===== src/rtl/lsu_pkg.sv =====
// Shared definitions for the load/store unit: widths, RV32I funct3 size codes
// and the controller state encoding.
package lsu_pkg;

    localparam int XLEN          = 32;
    localparam int WORD_ADDR_LSB = 2;

    localparam logic [2:0] F3_B  = 3'd0;
    localparam logic [2:0] F3_H  = 3'd1;
    localparam logic [2:0] F3_W  = 3'd2;
    localparam logic [2:0] F3_BU = 3'd4;
    localparam logic [2:0] F3_HU = 3'd5;

    typedef enum logic [2:0] {
        S_IDLE     = 3'd0,
        S_RD_ISSUE = 3'd1,
        S_RD_CAP   = 3'd2,
        S_ST_WR    = 3'd3,
        S_RMW_RD   = 3'd4,
        S_RMW_CAP  = 3'd5,
        S_RMW_WR   = 3'd6,
        S_RESP     = 3'd7
    } lsu_state_t;

endpackage


===== src/rtl/lsu_load_align.sv =====
// Lane handling between the LSU and the word-wide data memory: extracts and
// extends the byte/half selected by the address offset for loads, and builds
// the merged write word for byte/half stores. Purely combinational.
module lsu_load_align
    import lsu_pkg::*;
#(
    parameter int XLEN = lsu_pkg::XLEN
) (
    input  logic [XLEN-1:0] i_word,
    input  logic [1:0]      i_offset,
    input  logic [2:0]      i_funct3,
    input  logic [15:0]     i_wdata,
    output logic [XLEN-1:0] o_load,
    output logic [XLEN-1:0] o_merged
);

    logic [7:0]  w_byte;
    logic [15:0] w_half;

    // Pick the addressed lanes out of the memory word.
    always_comb begin
        w_byte = i_word[7:0];
        case (i_offset)
            2'd1:    w_byte = i_word[15:8];
            2'd2:    w_byte = i_word[23:16];
            2'd3:    w_byte = i_word[31:24];
            default: w_byte = i_word[7:0];
        endcase
        w_half = i_offset[1] ? i_word[31:16] : i_word[15:0];
    end

    // Sign/zero extension of the selected lane; unknown codes never reach here.
    always_comb begin
        o_load = '0;
        case (i_funct3)
            F3_B:    o_load = {{(XLEN-8){w_byte[7]}}, w_byte};
            F3_BU:   o_load = {{(XLEN-8){1'b0}}, w_byte};
            F3_H:    o_load = {{(XLEN-16){w_half[15]}}, w_half};
            F3_HU:   o_load = {{(XLEN-16){1'b0}}, w_half};
            F3_W:    o_load = i_word;
            default: o_load = '0;
        endcase
    end

    // Replace the addressed byte/half of the old word with the store data.
    always_comb begin
        o_merged = i_word;
        if (i_funct3 == F3_B) begin
            case (i_offset)
                2'd1:    o_merged[15:8]  = i_wdata[7:0];
                2'd2:    o_merged[23:16] = i_wdata[7:0];
                2'd3:    o_merged[31:24] = i_wdata[7:0];
                default: o_merged[7:0]   = i_wdata[7:0];
            endcase
        end else if (i_funct3 == F3_H) begin
            if (i_offset[1])
                o_merged[31:16] = i_wdata;
            else
                o_merged[15:0]  = i_wdata;
        end
    end

endmodule


===== src/rtl/lsu_dmem_ctrl.sv =====
// Load/store unit in front of a single-cycle, word-only data memory.
// Byte/half stores are done as read-modify-write; loads are lane-extracted.
// Build option LSU_MISALIGN_TRAP_EN: when defined, misaligned H/W accesses
// fault; when undefined they are forced to natural alignment and performed.
//
// state     | meaning
// ----------+---------------------------------------------------
// IDLE      | ready; capture request on accept
// RD_ISSUE  | memory read edge for a load
// RD_CAP    | extract/extend load lane into response register
// ST_WR     | full-word write
// RMW_RD    | memory read edge for byte/half store
// RMW_CAP   | register merged word
// RMW_WR    | write merged word
// RESP      | one-cycle response pulse
module lsu_dmem_ctrl
    import lsu_pkg::*;
#(
    parameter int XLEN          = lsu_pkg::XLEN,
    parameter int WORD_ADDR_LSB = lsu_pkg::WORD_ADDR_LSB
) (
    input  logic            clk,
    input  logic            rst_n,
    input  logic            req_valid,
    output logic            req_ready,
    input  logic            req_we,
    input  logic [2:0]      req_funct3,
    input  logic [XLEN-1:0] req_addr,
    input  logic [XLEN-1:0] req_wdata,
    output logic            resp_valid,
    output logic [XLEN-1:0] resp_rdata,
    output logic            resp_fault,
    output logic [XLEN-1:0] mem_addr,
    output logic [XLEN-1:0] mem_wdata,
    output logic            mem_rw,
    input  logic [XLEN-1:0] mem_rdata
);

    lsu_state_t      r_state;
    lsu_state_t      w_next;
    logic [2:0]      r_funct3;
    logic [XLEN-1:0] r_addr;
    logic [XLEN-1:0] r_wdata;
    logic [XLEN-1:0] r_merged;
    logic [XLEN-1:0] r_resp_rdata;
    logic            r_resp_fault;
    logic            w_illegal;
    logic            w_fault;
    logic [XLEN-1:0] w_addr_adj;
    logic [XLEN-1:0] w_load;
    logic [XLEN-1:0] w_merged;
`ifdef LSU_MISALIGN_TRAP_EN
    logic            w_misalign;
`endif

    // Classify the incoming request: illegal size code, and misalignment
    // either trapped or silently aligned depending on the build.
    always_comb begin
        if (req_we)
            w_illegal = (req_funct3 > F3_W);
        else
            w_illegal = !(req_funct3 == F3_B  || req_funct3 == F3_H || req_funct3 == F3_W ||
                          req_funct3 == F3_BU || req_funct3 == F3_HU);
        w_addr_adj = req_addr;
`ifdef LSU_MISALIGN_TRAP_EN
        w_misalign = ((req_funct3 == F3_H || req_funct3 == F3_HU) && req_addr[0]) ||
                     ((req_funct3 == F3_W) && (req_addr[1:0] != 2'b00));
        w_fault    = w_illegal || w_misalign;
`else
        w_fault = w_illegal;
        if (req_funct3 == F3_H || req_funct3 == F3_HU)
            w_addr_adj[0] = 1'b0;
        else if (req_funct3 == F3_W)
            w_addr_adj[1:0] = 2'b00;
`endif
    end

    lsu_load_align #(.XLEN(XLEN)) u_align (
        .i_word   (mem_rdata),
        .i_offset (r_addr[1:0]),
        .i_funct3 (r_funct3),
        .i_wdata  (r_wdata[15:0]),
        .o_load   (w_load),
        .o_merged (w_merged)
    );

    // State register.
    always_ff @(posedge clk or negedge rst_n) begin
        if (!rst_n)
            r_state <= S_IDLE;
        else
            r_state <= w_next;
    end

    // Next-state decode.
    always_comb begin
        w_next = r_state;
        case (r_state)
            S_IDLE: begin
                if (req_valid) begin
                    if (w_fault)
                        w_next = S_RESP;
                    else if (!req_we)
                        w_next = S_RD_ISSUE;
                    else if (req_funct3 == F3_W)
                        w_next = S_ST_WR;
                    else
                        w_next = S_RMW_RD;
                end
            end
            S_RD_ISSUE: w_next = S_RD_CAP;
            S_RD_CAP:   w_next = S_RESP;
            S_ST_WR:    w_next = S_RESP;
            S_RMW_RD:   w_next = S_RMW_CAP;
            S_RMW_CAP:  w_next = S_RMW_WR;
            S_RMW_WR:   w_next = S_RESP;
            S_RESP:     w_next = S_IDLE;
            default:    w_next = S_IDLE;
        endcase
    end

    // Outputs decoded from state; mem_rw drops the instant reset asserts.
    always_comb begin
        req_ready  = (r_state == S_IDLE);
        resp_valid = (r_state == S_RESP);
        mem_rw     = (r_state == S_ST_WR) || (r_state == S_RMW_WR);
        mem_wdata  = (r_state == S_RMW_WR) ? r_merged : r_wdata;
    end

    assign mem_addr   = {r_addr[XLEN-1:WORD_ADDR_LSB], {WORD_ADDR_LSB{1'b0}}};
    assign resp_rdata = r_resp_rdata;
    assign resp_fault = r_resp_fault;

    // Request capture, RMW merge and response registers (updated on entry to RESP).
    always_ff @(posedge clk or negedge rst_n) begin
        if (!rst_n) begin
            r_funct3     <= '0;
            r_addr       <= '0;
            r_wdata      <= '0;
            r_merged     <= '0;
            r_resp_rdata <= '0;
            r_resp_fault <= 1'b0;
        end else begin
            if (r_state == S_IDLE && req_valid) begin
                r_funct3 <= req_funct3;
                r_addr   <= w_addr_adj;
                r_wdata  <= req_wdata;
            end
            if (r_state == S_RMW_CAP)
                r_merged <= w_merged;
            if (r_state != S_RESP && w_next == S_RESP) begin
                r_resp_rdata <= (r_state == S_RD_CAP) ? w_load : '0;
                r_resp_fault <= (r_state == S_IDLE);
            end
        end
    end

endmodule


===== config.mk =====
export PLATFORM = sky130hd
export DESIGN_NAME = lsu_dmem_ctrl
export DESIGN_NICKNAME = d
export VERILOG_FILES = /design/src/rtl/lsu_pkg.sv /design/src/rtl/lsu_load_align.sv /design/src/rtl/lsu_dmem_ctrl.sv
export SDC_FILE = /design/constraint.sdc
export NUM_CORES = 1
export LEC_CHECK = 0
export ABC_CLOCK_PERIOD_IN_PS = 1700
export BUFFER_PORTS_ARGS = -buffer_cell sky130_fd_sc_hd__buf_2
export CAP_MARGIN = 20
export CORE_ASPECT_RATIO = 0.75
export CORE_MARGIN = 2
export CORE_UTILIZATION = 41
export DETAILED_ROUTE_END_ITERATION = 8
export PLACE_DENSITY = 0.72
export SYNTH_ARGS = -nofsm -noshare
export SYNTH_HDL_FRONTEND = slang
export SYNTH_SLANG_ARGS = --single-unit

===== constraint.sdc =====
create_clock -name clk -period 1.7 [get_ports clk]
set_input_delay 0.085 -clock clk [delete_from_list [all_inputs] [get_ports clk]]
set_output_delay 0.085 -clock clk [all_outputs]
set_load 0.02 [all_outputs]

==> impl_metrics.tcl <==
set metrics [dict create \
    status "complete, but fails checks" \
    violations "setup timing" \
    synthXorXnorAreaFrac_pct 0.127 \
    wl_met3_um 2010 \
    rr_endpoint "resp_rdata[8]" \
    wl_um 23000 \
    crit_start "r_state[0]" \
    htreeDepth 4 \
    antenna_found_initial 0 \
    dieArea_um2 17800 \
    leakage_nw 4.64 \
    crit_path_end_kind "output pin" \
    fin_skew_ns 0.00810 \
    drc 0 \
    drt_iter0_markers 472 \
    cts_buffer_depth 2 \
    yosysWarningCount 0 \
    portBuffers 200 \
    gp_congestion 0.898 \
    die_h_um 116 \
    regToRegSetupSlack_ns 0 \
    core_area_um2 16200 \
    initial_utilization_pct 42.4 \
    hold_ws_ns 0.0148 \
    syn_area_um2 6880 \
    finalCritPeriodShare_pct 114 \
    ios 203 \
    insertion_delay_ns 0.42 \
    synth_top_family_by_area "multiplexers" \
    syn_inst 604 \
    r2r_start "r_funct3[2]" \
    synth_fa_ha_area_share_pct 0 \
    yosys.area_share.simple_pct 9.08 \
    report.final.slew_viol_count 0 \
    reg2reg_depth 5 \
    arrival_ns 1.85 \
    grt_use_total_pct 25.3 \
    fin_nets 987 \
    hold_depth 3 \
    start_kind "flip-flop" \
    hold_class "in -> reg" \
    design_area_um2 10200 \
    synth_compound_area_share_pct 14.6 \
    clock_power_share_pct 17.8 \
    cts_tree "yes" \
    setup_viol 32 \
    power.internal_w 0.0121 \
    hpwl_um 14700 \
    seq_area_frac_synth_pct 49.1 \
    comb_power_share_pct 53.0 \
    firstDrtPassIters 5 \
    cp_max_fo 8 \
    ys.flop_type "dfrtp_1" \
    p_sw_share_pct 40.3 \
    ys_ff_latch 135 \
    hold_viol_final 0 \
    fmax_mhz 517 \
    cts_buffers 17 \
    place_ws_ns -0.0769 \
    ant_nets 0 \
    fin_cells 1107 \
    top_layer "met4" \
    grt_pass1_vias 5983 \
    crit_end "mem_wdata[9]" \
    synth_cell_types 44 \
    period_minus_slack_ns 1.94 \
    crit_required_ns 1.62 \
    total_power_w 0.0203 \
    area_growth_pct 47.8 \
    antenna_cells 0 \
    crit_type "reg -> out" \
    seq_power_share_pct 29.2 \
    met1_length_um 10300 \
    wl_met2_um 10400 \
    grt_pass1_wl_um 34300 \
    grt_max_degree 50 \
    p_sw_w 0.00818 \
    cts_root_buf "clkbuf_16" \
    placedInstanceArea_um2 8100 \
    muxShareOfSynthArea_pct 19.9 \
    async_reset_ff_share_pct 100 \
    rsz0062_at_grt "yes" \
    num_rows 40 \
    p_per_area_nw_per_um2 2000 \
    synth_edf_count 0 \
    setup_slack_ns -0.236 \
    placed_cells 978 \
    clk_pin_slew_ns 0.06 \
    overflow 0 \
    via_per_inst 5.48 \
    drive_gt1_share_pct 49.2 \
    clock-sinks 135 \
    ir_drop_mv 1.22 \
    maxCapViolCount 0 \
    wire_per_inst_um 20.8 \
    syn_area_per_cell_um2 11.4 \
    vias 6063 \
    die_w_um 154 \
]
-- power groups by stage --
stage                     clock [W]  combinational, W  sequential, W
final                       0.00360            0.0108        0.00594
after CTS                   0.00367            0.0101        0.00587
after floorplan                   0           0.00637        0.00568
after detailed placement          0           0.00867        0.00590
after global routing        0.00382            0.0114        0.00610
after global placement            0           0.00858        0.00585
-- how the worst min path moves through the flow --
| stage | end | slack [ns] | start |
|---|---|---|---|
| after floorplan | r_addr[0] | -0.21 | rst_n |
| after global placement | r_wdata[23] | 0.06 | rst_n |
| after detailed placement | r_wdata[23] | 0.06 | rst_n |
| after CTS | r_merged[1] | 0.0002 | mem_rdata[1] |
| after global routing | r_merged[6] | 0.02 | mem_rdata[6] |
| final | r_merged[1] | 0.01 | mem_rdata[1] |
-- Yosys cell counts (2+ instances only) --
cell type | count | share of area, %
a211oi_1 | 17 | 1.9
a21oi_1 | 4 | 0.29
a221oi_1 | 8 | 1.0
buf_2 | 17 | 1.2
buf_4 | 37 | 4.0
buf_6 | 6 | 0.98
clkbuf_1 | 12 | 0.65
dfrtp_1 | 135 | 49
inv_1 | 4 | 0.22
mux2_1 | 2 | 0.33
mux2_2 | 102 | 17
mux2i_1 | 16 | 2.3
nand2_1 | 71 | 3.9
nand2b_1 | 3 | 0.27
nand3_1 | 5 | 0.36
nand3b_1 | 2 | 0.22
nor2_1 | 11 | 0.60
nor2b_1 | 10 | 0.91
nor3_1 | 3 | 0.22
nor3_2 | 3 | 0.44
nor3_4 | 2 | 0.47
o21a_1 | 2 | 0.22
o21ai_0 | 35 | 2.5
o21ai_1 | 15 | 1.1
o221ai_1 | 7 | 0.89
o22ai_1 | 50 | 4.5
o22ai_2 | 8 | 1.5
-- logic make-up after synthesis --
family / Yosys count
buffers and inverters: 77
AO/OA/AOI/OAI: 149
other: 1
XOR/XNOR: 1
multiplexers: 122
AND/OR/NAND/NOR: 119
flip-flops: 135
-- through the flow --
stage / TNS, ns / util [%]
3_5_place_dp: -0.635 / 49.9
6_report: -6.81 / 62.7
2_1_floorplan: 0 / -
5_1_grt: -9.40 / 62.7
4_1_cts: -7.13 / 60.1
3_3_place_gp: -0.441 / 49.9
-- layout by cell type (no fill, tap or decap), drive strengths merged, types with 3 or more instances in the layout --
cell type and instances:
buf 256, dfrtp 135, mux2 104, nand2 71
dlygate4sd3 71, o22ai 59, o21ai 50, clkbuf 28
mux2i 18, a211oi 17, nor2 13, nor2b 10
o221ai 8, nor3 8, a221oi 8, nand3 6
inv 5, a21oi 4, clkinvlp 3, clkinv 3
nand2b 3
-- cell type report --
cell class	count	area, um^2
repair buffers	331	2750
flip-flops and latches	135	3390
well taps	210	263
multi-input cells	394	3170
clock buffers	24	472
clock inverters	8	97.6
inverters	5	18.8
fillers	1259	6050
-- metal layers --
layer | GRT usage [%] | up-vias
met2 | 38.8 | 292
met5 | 0 | -
met1 | 35.7 | 2982
li1 | - | 2761
met3 | 6.86 | 28
met4 | 7.40 | 0
-- repair_timing --
| item | 4_1_cts | 5_1_grt |
|---|---|---|
| pin swaps | 2 | 10 |
| hold buffers | 71 | 0 |
| cloned | 4 | 5 |
| buffers inserted | 4 | 13 |
| setup endpoints to repair | 50 | 156 |
| gates resized for setup | 73 | 40 |
| endpoints found under the hold margin | 139 | 0 |
-- worst max-delay path, cell delays in order, from the launching register on --
cell and delay, ns:
dfrtp_1 0.38, buf_6 0.12, nand3b_1 0.16, buf_6 0.17, buf_12 0.15, mux2_2 0.30
buf_6 0.14
-- flip-flops by register name (all words and copies together) (netlist names) --
register / flops
r_merged: 32
r_state: 3
r_funct3: 3
resp_rdata: 32
resp_fault: 1
r_wdata: 32
r_addr: 32
(Power assumes the default switching activity.)
